===== config.mk =====
export PLATFORM = sky130hd
export DESIGN_NAME = sub_pipe_lanes
export DESIGN_NICKNAME = d
export VERILOG_FILES = /design/src/rtl/sub_pipe_pkg.sv /design/src/rtl/sub_lane_stage.sv /design/src/rtl/sub_pipe_lanes.sv
export SDC_FILE = /design/constraint.sdc
export NUM_CORES = 1
export LEC_CHECK = 0
export CELL_PAD_IN_SITES_DETAIL_PLACEMENT = 1
export CELL_PAD_IN_SITES_GLOBAL_PLACEMENT = 2
export CORE_ASPECT_RATIO = 1.1
export CORE_MARGIN = 2
export CORE_UTILIZATION = 32
export DETAILED_ROUTE_END_ITERATION = 10
export PLACE_DENSITY = 0.87
export SLEW_MARGIN = 30
export SYNTH_ARGS = -nofsm -noshare
export SYNTH_HDL_FRONTEND = slang
export SYNTH_SLANG_ARGS = --single-unit

===== constraint.sdc =====
create_clock -name clk -period 3.9 [get_ports clk]
set_input_delay 1.17 -clock clk [delete_from_list [all_inputs] [get_ports clk]]
set_output_delay 1.17 -clock clk [all_outputs]
set_load 0.005 [all_outputs]

===== src/rtl/sub_pipe_pkg.sv =====
// Shared helpers for the lane-split pipelined subtractor.
package sub_pipe_pkg;

  function automatic int num_lanes(input int width, input int lane_w);
    return width / lane_w;
  endfunction

endpackage


===== src/rtl/sub_lane_stage.sv =====
// One registered LANE_W-bit lane of a + ~b + carry_in, with enable and async reset.
module sub_lane_stage #(
  parameter int LANE_W = 8
) (
  input  logic              clk,
  input  logic              reset_n,
  input  logic              i_en,
  input  logic [LANE_W-1:0] i_a,
  input  logic [LANE_W-1:0] i_nb,
  input  logic              i_cin,
  output logic [LANE_W-1:0] o_sum,
  output logic              o_cout
);

  logic [LANE_W:0]   w_sum;
  logic [LANE_W-1:0] r_sum;
  logic              r_borrow;

  assign w_sum = {1'b0, i_a} + {1'b0, i_nb} + {{LANE_W{1'b0}}, i_cin};

  // The carry is held inverted (as a borrow) so a cleared register reads as "no borrow".
  always_ff @(posedge clk or negedge reset_n) begin
    if (!reset_n) begin
      r_sum    <= '0;
      r_borrow <= 1'b0;
    end else if (i_en) begin
      r_sum    <= w_sum[LANE_W-1:0];
      r_borrow <= ~w_sum[LANE_W];
    end
  end

  assign o_sum  = r_sum;
  assign o_cout = ~r_borrow;

endmodule


===== src/rtl/sub_pipe_lanes.sv =====
// Fully pipelined unsigned subtractor c = a - b, one LANE_W lane per stage, valid/ready flow control.
module sub_pipe_lanes
  import sub_pipe_pkg::*;
#(
  parameter int WIDTH  = 16,
  parameter int LANE_W = 8
) (
  input  logic             clk,
  input  logic             reset_n,
  input  logic             valid_i,
  output logic             ready_o,
  input  logic [WIDTH-1:0] a,
  input  logic [WIDTH-1:0] b,
  output logic             valid_o,
  input  logic             ready_i,
  output logic [WIDTH:0]   c
);

  localparam int NUM_LANES = num_lanes(WIDTH, LANE_W);

  if (WIDTH % LANE_W != 0) begin : g_bad_width
    $error("sub_pipe_lanes: WIDTH must be a multiple of LANE_W");
  end

  logic                 w_en;
  logic [WIDTH-1:0]     w_nb;
  logic [NUM_LANES-1:0] r_vld;

  assign w_nb    = ~b;
  assign valid_o = r_vld[NUM_LANES-1];
  assign w_en    = ~(valid_o & ~ready_i);
  assign ready_o = w_en;

  always_ff @(posedge clk or negedge reset_n) begin
    if (!reset_n) begin
      r_vld <= '0;
    end else if (w_en) begin
      r_vld <= (r_vld << 1) | NUM_LANES'(valid_i);
    end
  end

  for (genvar k = 0; k < NUM_LANES; k++) begin : g_stage
    // Lanes k and above of a / ~b still waiting to be resolved when they reach stage k.
    logic [WIDTH-k*LANE_W-1:0] w_src_a;
    logic [WIDTH-k*LANE_W-1:0] w_src_nb;
    logic                      w_cin;
    logic [LANE_W-1:0]         w_sum;
    logic                      w_cout;

    if (k == 0) begin : g_in
      assign w_src_a  = a;
      assign w_src_nb = w_nb;
      assign w_cin    = 1'b1;
    end else begin : g_in
      assign w_src_a  = g_stage[k-1].g_hi.r_hi_a;
      assign w_src_nb = g_stage[k-1].g_hi.r_hi_nb;
      assign w_cin    = g_stage[k-1].w_cout;
    end

    sub_lane_stage #(
      .LANE_W (LANE_W)
    ) u_lane (
      .clk     (clk),
      .reset_n (reset_n),
      .i_en    (w_en),
      .i_a     (w_src_a[LANE_W-1:0]),
      .i_nb    (w_src_nb[LANE_W-1:0]),
      .i_cin   (w_cin),
      .o_sum   (w_sum),
      .o_cout  (w_cout)
    );

    if (k < NUM_LANES-1) begin : g_hi
      logic [WIDTH-(k+1)*LANE_W-1:0] r_hi_a;
      logic [WIDTH-(k+1)*LANE_W-1:0] r_hi_nb;

      always_ff @(posedge clk or negedge reset_n) begin
        if (!reset_n) begin
          r_hi_a  <= '0;
          r_hi_nb <= '0;
        end else if (w_en) begin
          r_hi_a  <= w_src_a[WIDTH-k*LANE_W-1:LANE_W];
          r_hi_nb <= w_src_nb[WIDTH-k*LANE_W-1:LANE_W];
        end
      end
    end

    if (k > 0) begin : g_lo
      // Lanes below k, already resolved, travelling to the output alongside the live lane.
      logic [k*LANE_W-1:0] w_lo_src;
      logic [k*LANE_W-1:0] r_lo;

      if (k == 1) begin : g_src
        assign w_lo_src = g_stage[0].w_sum;
      end else begin : g_src
        assign w_lo_src = {g_stage[k-1].w_sum, g_stage[k-1].g_lo.r_lo};
      end

      always_ff @(posedge clk or negedge reset_n) begin
        if (!reset_n) begin
          r_lo <= '0;
        end else if (w_en) begin
          r_lo <= w_lo_src;
        end
      end
    end
  end

  if (NUM_LANES == 1) begin : g_out
    assign c = {~g_stage[0].w_cout, g_stage[0].w_sum};
  end else begin : g_out
    assign c = {~g_stage[NUM_LANES-1].w_cout, g_stage[NUM_LANES-1].w_sum,
                g_stage[NUM_LANES-1].g_lo.r_lo};
  end

endmodule


==> results of run 1 <==
stage by stage:
stage	util, %	power, mW	cell area, sq um	setup slack (ns)	cells
2_1_floorplan	-	0.875	2270	1.10	243
6_report	42.8	1.36	2960	0.449	381
3_3_place_gp	41.6	1.09	2880	0.428	374
4_1_cts	42.8	1.39	2960	0.429	381
3_5_place_dp	41.7	1.11	2890	0.437	374
5_1_grt	42.8	1.47	2960	0.413	381
sequential cells by signal, indices dropped and copies added (netlist names):
signal / cells
g_stage.u_lane.o_sum: 16
g_stage.g_lo.r_lo: 8
r_vld: 2
g_stage.u_lane.r_borrow: 2
g_stage.g_hi.r_hi_nb: 8
g_stage.g_hi.r_hi_a: 8
cell type report:
| type | count | area (sq um) |
|---|---|---|
| Inverter | 19 | 71.3 |
| Clock inverter | 1 | 5.00 |
| Timing Repair Buffer | 56 | 553 |
| Sequential cell | 44 | 1100 |
| Clock buffer | 6 | 72.6 |
| Multi-Input combinational cell | 170 | 1050 |
| Tap cell | 85 | 106 |
| Fill cell | 797 | 3960 |
worst reg2reg max path, stage by stage (launching register included):
cell	delay [ns]
dfrtp_1	0.34
inv_1	0.06
fa_1	0.48
fa_1	0.46
nor2b_4	0.14
o31a_1	0.18
o311a_1	0.20
a211oi_1	0.06
a21o_1	0.16
cell usage after synthesis:
| library cell | n |
|---|---|
| dfrtp_1 | 44 |
| inv_2 | 1 |
| o31ai_1 | 7 |
| nor2b_1 | 4 |
| buf_1 | 2 |
| nand2_1 | 56 |
| buf_2 | 1 |
| o21ai_0 | 7 |
| clkbuf_1 | 6 |
| o211a_1 | 1 |
| inv_1 | 18 |
| nor3_1 | 4 |
| o21a_1 | 10 |
| a21o_1 | 3 |
| and3_1 | 2 |
| a21boi_0 | 1 |
| o2111ai_1 | 1 |
| a21oi_1 | 17 |
| nand2b_1 | 1 |
| o31a_1 | 4 |
| buf_4 | 1 |
| nor2b_4 | 1 |
| nor2_1 | 18 |
| fa_1 | 3 |
| a211oi_1 | 4 |
| a41oi_1 | 1 |
| xor2_1 | 2 |
| o31ai_2 | 1 |
| o311a_1 | 1 |
| o21ai_1 | 1 |
| or3_1 | 3 |
| or2_2 | 1 |
| nor3b_1 | 1 |
| ha_1 | 15 |
worst paths after layout:
check | from | endpoint | slack [ns] | cells after the start
max | ready_i | ready_o | 0.45 | 4
min | r_vld[0]$_DFFE_PN0N_ | r_vld[1]$_DFFE_PN0N_ | 0.46 | 1
max reg2reg | g_stage[0].g_hi.r_hi_a[0]$_DFFE_PN0N_ | g_stage[1].u_lane.o_sum[6]$_DFFE_PN0N_ | 1.71 | 8
min reg2reg | r_vld[0]$_DFFE_PN0N_ | r_vld[1]$_DFFE_PN0N_ | 0.46 | 1
max in group asynchronous | reset_n | g_stage[1].u_lane.o_sum[5]$_DFFE_PN0N_ | 2.64 | 1
min in group asynchronous | reset_n | g_stage[1].u_lane.r_borrow$_DFFE_PN0N_ | 0.87 | 1
routing by layer:
layer / part of all wire, % / wire length, microns / up-vias / track usage, %
met1: 42 / 2110 / 872 / 16.1
met4: 0.98 / 49 / 0 / 4.03
met3: 4.7 / 237 / 4 / 3.69
met5: 0 / 0 / - / 0
met2: 52 / 2620 / 36 / 26.8
li1: - / - / 922 / -
logic make-up (layout without fill, tap and decap cells):
logic type	count (synthesis)	after routing	share of synthesized area [%]
AOI/OAI and AO/OA	59	59	17.6
xor gates and xnor gates	2	2	0.773
adders and majority gates	18	18	10.9
buffers and inverters	29	82	5.02
DFF	44	44	48.6
and+or+nand+nor	91	91	17.1
report_power, final:
group          switching [mW]  internal [mW]
clock network           0.147          0.122
registers              0.0563          0.559
logic                   0.207          0.267
total                   0.411          0.948
==> metrics.txt, run 1 <==
status=completed; PostCTS Resize Cnt=0; critical path arrival=2.28 ns; P&R area growth vs syn=30.8%; area leader, netlist=dfrtp_1; die span in y=92.3 microns; GR Util All Layers=14.4%; diodes inserted=0; top cell type's share of synthesized area=48.6%; CP Class=input pin to output pin; Cell Pwr Density=459 nW/um^2; Post CTS Setup Buffer Count=0; Fin Setup TNS=0 ns; Hold Violations, Final=0; max cap viols=0; fin crit share=88.5%; crit-path max FO=2; slowest cell on the critical path=clkdlybuf4s50_1; final hold slack=0.461 ns; DR WL/cell=13.2 microns; post-synthesis sequential area ratio=48.6%; die area=7770 sq um; Tmin final=3.45 ns; Synth Area per Inst=9.32 sq um; commonest non-fill, non-tap cell in the layout=nand2_1; critical path startpoint category=input pin; largest net degree at the start of global routing=50; Area contributors post-synth=dfrtp_1 (49%), nand2_1 (9.3%), ha_1 (8.3%); Die Wd=84.2 microns; proportion of layout cells with a drive suffix above 1=4.73%; Final HPWL DP=3790 microns; clock tree sinks=44; hold buffers post-CTS=0; Initial Utilization=32.7%; Critical Path RT=2.73 ns; via count=1,834; # IOs=55; CP most frequent cell=clkdlybuf4s50_1; Slew HR=62.0%; initial antenna violation count=0; CTS clk-pin slew, worst paths=0.08 ns; Warnings, synthesis=0; worst hold-check path type=flop to flop; Routed WL=5020 microns; synthesized area=2270 sq um; RSZ-0062 raised after global routing=no; VDD IR-drop max=179 uV; Slew Limit Fails=0; worst path bufs/invs=3; FP Rows=32; Yosys reg bits=44; DR iter-0 viols=43; net count after synthesis=297; gr ovfl total=0; CTS root buffer=clkbuf_8; Max Freq=290 MHz; CP Capture Type=output pin; post-route ant nets=0; gate count after technology mapping=243; number of global-route vias before repair=2,008; first-pass detailed-route iteration total=3; first-pass GRT wire length=9040 microns; Port Buffer Count=54; Largest delay share family, worst path=buffers and inverters; DRC=0; TritonCTS clock tree=built; post-synth cell types=34; most frequent cells in the layout=nand2_1 (56), clkdlybuf4s50_1 (53), dfrtp_1 (44); DR vias/cell=4.81; leakage dissipation=1.38 nW; crit-path cells=clkdlybuf4s50_1, nor2b_2, inv_2, clkdlybuf4s50_1; Clock Path Buffers=2; H-tree Lvls=2; crit-path max cell delay=0.51 ns; worst-margin pin slew=0.570 ns; RePlAce Congestion=0.783; Final setup viols=0; TritonCTS buffer count=5; Worst Skew=0.00923 ns; Worst-Skew Late Latency=0.29 ns; Core Box Area=6930 sq um; nets@finish=350
No activity file was read; power rests on OpenSTA's default activity.
==> run 2, diff against run 1 <==
==> constraint.sdc (replaced) <==
create_clock -name clk -period 3.9 [get_ports clk]
set_input_delay 1.17 -clock clk [delete_from_list [all_inputs] [get_ports clk]]
set_output_delay 1.17 -clock clk [all_outputs]
set_load 0.1 [all_outputs]
==> metrics.txt, run 2 (synthesis gave the netlist of run 1 again) <==
Filler cells=833; critical path arrival=1.99 ns; Slew HR=35.7%; P&R area growth vs syn=30.5%; nets@finish=350; Initial Utilization=32.7%; TritonCTS clock tree=built; DR iter-0 viols=42; Hold Startpoint=r_vld[0]$_DFFE_PN0N_; initial antenna violation count=0; most frequent cells in the layout=nand2_1 (56), dfrtp_1 (44), clkdlybuf4s50_1 (41); CP Class=input pin to output pin; Port Buffer Count=54; DRC=0; Final setup viols=0; diodes inserted=0; first-pass detailed-route iteration total=4; Post CTS Setup Buffer Count=0; Final Util=42.7%; RR Startpoint=g_stage[0].g_hi.r_hi_a[0]$_DFFE_PN0N_; Clock Path Buffers=2; RePlAce Congestion=0.853; worst r2r dst=g_stage[1].u_lane.o_sum[6]$_DFFE_PN0N_; Hold Violations, Final=0; proportion of layout cells with a drive suffix above 1=8.75%; Fin Setup TNS=0 ns; # placed instances=374; design area=2960 sq um; CP Capture Type=output pin; leakage dissipation=1.40 nW; Cell Pwr Density=620 nW/um^2; Worst-Skew Late Latency=0.29 ns; CTS root buffer=clkbuf_8; Post-DP Area=2870 sq um; worst-margin pin slew=0.961 ns; worst hold-check path type=flop to flop; GR Util All Layers=14.4%; largest net degree at the start of global routing=50; Final HPWL DP=3760 microns; Slew Limit Fails=0; TritonCTS buffer count=5; hold buffers post-CTS=0; RSZ-0062 raised after global routing=no; fin crit share=81.0%; critical path startpoint category=input pin; max cap viols=0; FP Rows=32; post-route ant nets=0; Tmin final=3.16 ns; VDD IR-drop max=292 uV; die span in y=92.3 microns; H-tree Lvls=2; PostCTS Resize Cnt=0; clock tree sinks=44; DR vias/cell=4.76; max FFs per register=16; Routed WL=5090 microns; multi-input logic area=1050 sq um; final non-filler cell total=382; die area=7770 sq um; Worst Hold End=r_vld[1]$_DFFE_PN0N_; commonest non-fill, non-tap cell in the layout=nand2_1; # IOs=55; gr ovfl total=0; reg-to-reg slack, setup=1.71 ns; status=completed; crit-path max FO=2; Total Power=1.83 mW; register area=1100 sq um; hold depth=1; Die Wd=84.2 microns; Max Freq=317 MHz; CTS clk-pin slew, worst paths=0.08 ns; Critical Path RT=2.73 ns; path depth of the worst reg2reg path=8; via count=1,819; number of global-route vias before repair=1,891; Core Box Area=6930 sq um; Worst Skew=0.00206 ns; first-pass GRT wire length=8960 microns; DR WL/cell=13.3 microns
[run 2: cell count changes in the layout (fill, tap and decap cells not counted)]
cell / delta
clkdlybuf4s50_1: -12
buf_4: +11
buf_12: +1
clkbuf_1: +1
clkbuf_8: +1
clkinv_2: -1
[run 2: worst max-delay path: stages]
cell,delay (ns)
clkdlybuf4s50_1,0.47
nor2b_2,0.05
inv_2,0.11
buf_12,0.18
[run 2: how the worst max path moves through the flow]
stage	end	startpoint	slack, ns
after global placement	ready_o	ready_i	0.73
after global routing	ready_o	ready_i	0.70
after floorplan	ready_o	ready_i	0.41
final	ready_o	ready_i	0.74
after CTS	ready_o	ready_i	0.73
after detailed placement	g_stage[0].u_lane.o_sum[7]$_DFFE_PN0N_	b[1]	0.73
[run 2: per-stage QoR]
step | hold WS (ns) | setup WS [ns]
after floorplan | 0.430 | 0.408
after global placement | 0.440 | 0.730
after detailed placement | 0.454 | 0.725
after CTS | 0.473 | 0.727
after global routing | 0.495 | 0.698
final | 0.468 | 0.741
[run 2: final cells by class]
class,instances,share of cell area [%]
Timing Repair Buffer,56,18.1
Inverter,19,2.41
Tap cell,85,3.60
Sequential cell,44,37.2
Multi-Input combinational cell,170,35.6
Clock buffer,8,3.05
[run 2: metal layers]
metal / wire [microns] / global-route usage (%)
met1: 2200 / 16.7
met2: 2600 / 25.4
met3: 223 / 3.33
met4: 68 / 5.78
met5: 0 / 0
[run 2: power by group]
part	switching, mW	leakage (nW)	internal [mW]	total, mW
Sequential	0.0569	0.513	0.559	0.616
Combinational	0.671	0.844	0.256	0.928
Clock	0.147	0.0455	0.145	0.291
==> run 3, diff against run 2 <==
--- a/config.mk
+++ b/config.mk
@@ -9,9 +9,9 @@
 export CELL_PAD_IN_SITES_GLOBAL_PLACEMENT = 2
 export CORE_ASPECT_RATIO = 1.1
 export CORE_MARGIN = 2
-export CORE_UTILIZATION = 32
+export CORE_UTILIZATION = 30
 export DETAILED_ROUTE_END_ITERATION = 10
-export PLACE_DENSITY = 0.87
+export PLACE_DENSITY = 0.82
 export SLEW_MARGIN = 30
 export SYNTH_ARGS = -nofsm -noshare
 export SYNTH_HDL_FRONTEND = slang
==> constraint.sdc (replaced) <==
create_clock -name clk -period 3 [get_ports clk]
set_input_delay 0.9 -clock clk [delete_from_list [all_inputs] [get_ports clk]]
set_output_delay 0.9 -clock clk [all_outputs]
set_load 0.1 [all_outputs]
==> metrics.txt, run 3 (synthesis gave the netlist of run 1 again) <==
GR Util All Layers=13.6%; final hold slack=0.436 ns; WP depth=4; Hold Violations, Final=0; critical path arrival=1.75 ns; clock tree sinks=44; status=completed; first-pass GRT wire length=8870 microns; nets@finish=352; TritonCTS clock tree=built; sw frac=47.4%; worst hold-check path type=input pin to async pin; proportion of layout cells with a drive suffix above 1=12.4%; leakage dissipation=1.43 nW; CTS root buffer=clkbuf_8; path depth of the worst reg2reg path=8; max FFs per register=16; Post CTS Setup Buffer Count=0; Cell Pwr Density=827 nW/um^2; Slew HR=68.0%; Largest delay share family, worst path=buffers and inverters; gr ovfl total=0; crit-path max cell delay=0.41 ns; RePlAce Congestion=0.733; Critical Path RT=2.10 ns; Final HPWL DP=3910 microns; FP Rows=33; Die Wd=86.9 microns; first-pass detailed-route iteration total=4; H-tree Lvls=2; RR Startpoint=g_stage[0].g_hi.r_hi_a[0]$_DFFE_PN0N_; DR iter-0 viols=44; hold buffers post-CTS=0; power share of the sequential group=32.8%; largest net degree at the start of global routing=50; most frequent cells in the layout=nand2_1 (56), dfrtp_1 (44), clkdlybuf4s50_1 (34); Clk pwr share=18.6%; VDD IR-drop max=218 uV; DRC=0; Routed WL=5250 microns; Worst Skew=0.0128 ns; design area=2980 sq um; critical path startpoint category=input pin; CP Capture Type=output pin; CP Class=input pin to output pin; Internal=1.30 mW; fin crit share=88.3%; diodes inserted=0; crit-path cells=clkdlybuf4s50_1, nor2b_2, inv_2, buf_12; CTS clk-pin slew, worst paths=0.08 ns; number of global-route vias before repair=1,864; # IOs=55; post-route ant nets=0; Max Freq=378 MHz; worst-margin pin slew=0.480 ns; slowest cell on the critical path=clkdlybuf4s50_1; die span in y=95.2 microns; Slew Limit Fails=0; worst path bufs/invs=3; DR vias/cell=4.73; crit-path max FO=2; initial antenna violation count=0; Core Box Area=7390 sq um; Final setup viols=0; Worst-Skew Late Latency=0.30 ns; TritonCTS buffer count=5; PostCTS Resize Cnt=0; Clock Path Buffers=2; P&R area growth vs syn=31.4%; die area=8270 sq um; switching power=1.17 mW; worst r2r dst=g_stage[1].u_lane.o_sum[6]$_DFFE_PN0N_; Tmin final=2.65 ns; max cap viols=0; Comb power frac=48.6%; reg-to-reg slack, setup=0.81 ns; Post-DP Area=2870 sq um; DR WL/cell=13.6 microns; Port Buffer Count=54; via count=1,827; RSZ-0062 raised after global routing=no; Initial Utilization=30.7%; commonest non-fill, non-tap cell in the layout=nand2_1
-- run 3: worst reg2reg max path: cells and delay by family, from the launching register on --
family	cells	cell delay (ns)
fa+ha+maj	2	0.94
compound gates	4	0.62
simple gates	1	0.14
flops	1	0.33
buf+inv	1	0.06
-- run 3: metrics by stage --
step                      total power [mW]   TNS [ns]  cells  util, %  worst slack (ns)
after floorplan                       1.73          0    243        -             0.384
after global placement                2.01          0    378     38.8             0.156
after detailed placement              2.03  -0.000770    378     38.8         -0.000770
after CTS                             2.49          0    386     40.3             0.312
after global routing                  2.60          0    386     40.3             0.206
final                                 2.46          0    386     40.3             0.352
-- run 3: worst max-delay path by stage --
stage,start,end,slack (ns)
finish,ready_i,ready_o,0.35
global placement,a[0],g_stage[0].u_lane.o_sum[6]$_DFFE_PN0N_,0.16
detailed placement,b[1],g_stage[0].u_lane.o_sum[7]$_DFFE_PN0N_,-0.0008
floorplan,r_vld[1]$_DFFE_PN0N_,ready_o,0.38
global route,a[0],g_stage[0].u_lane.o_sum[6]$_DFFE_PN0N_,0.21
CTS,b[1],g_stage[0].u_lane.o_sum[7]$_DFFE_PN0N_,0.31
-- run 3: power by group through the flow --
stage | logic, mW | registers (mW) | clock network [mW]
finish | 1.20 | 0.806 | 0.459
global route | 1.28 | 0.824 | 0.495
CTS | 1.21 | 0.809 | 0.474
detailed placement | 1.21 | 0.820 | 0
global placement | 1.19 | 0.817 | 0
floorplan | 0.374 | 1.35 | 0
-- run 3: per-layer routing --
metal	global-route usage, %	wire length [microns]	share of wire, %
met1	16.6	2360	45
met3	2.51	203	3.9
met5	0	0	0
met4	3.91	67	1.3
met2	24.4	2620	50
-- run 3: final cells by class --
type,instances,area (sq um)
fill,876,4410
sequential,44,1100
multi-input combinational,170,1050
timing repair buffer,58,531
tap,87,109
inverter,19,71.3
clock buffer,5,68.8
clock inverter,3,42.5
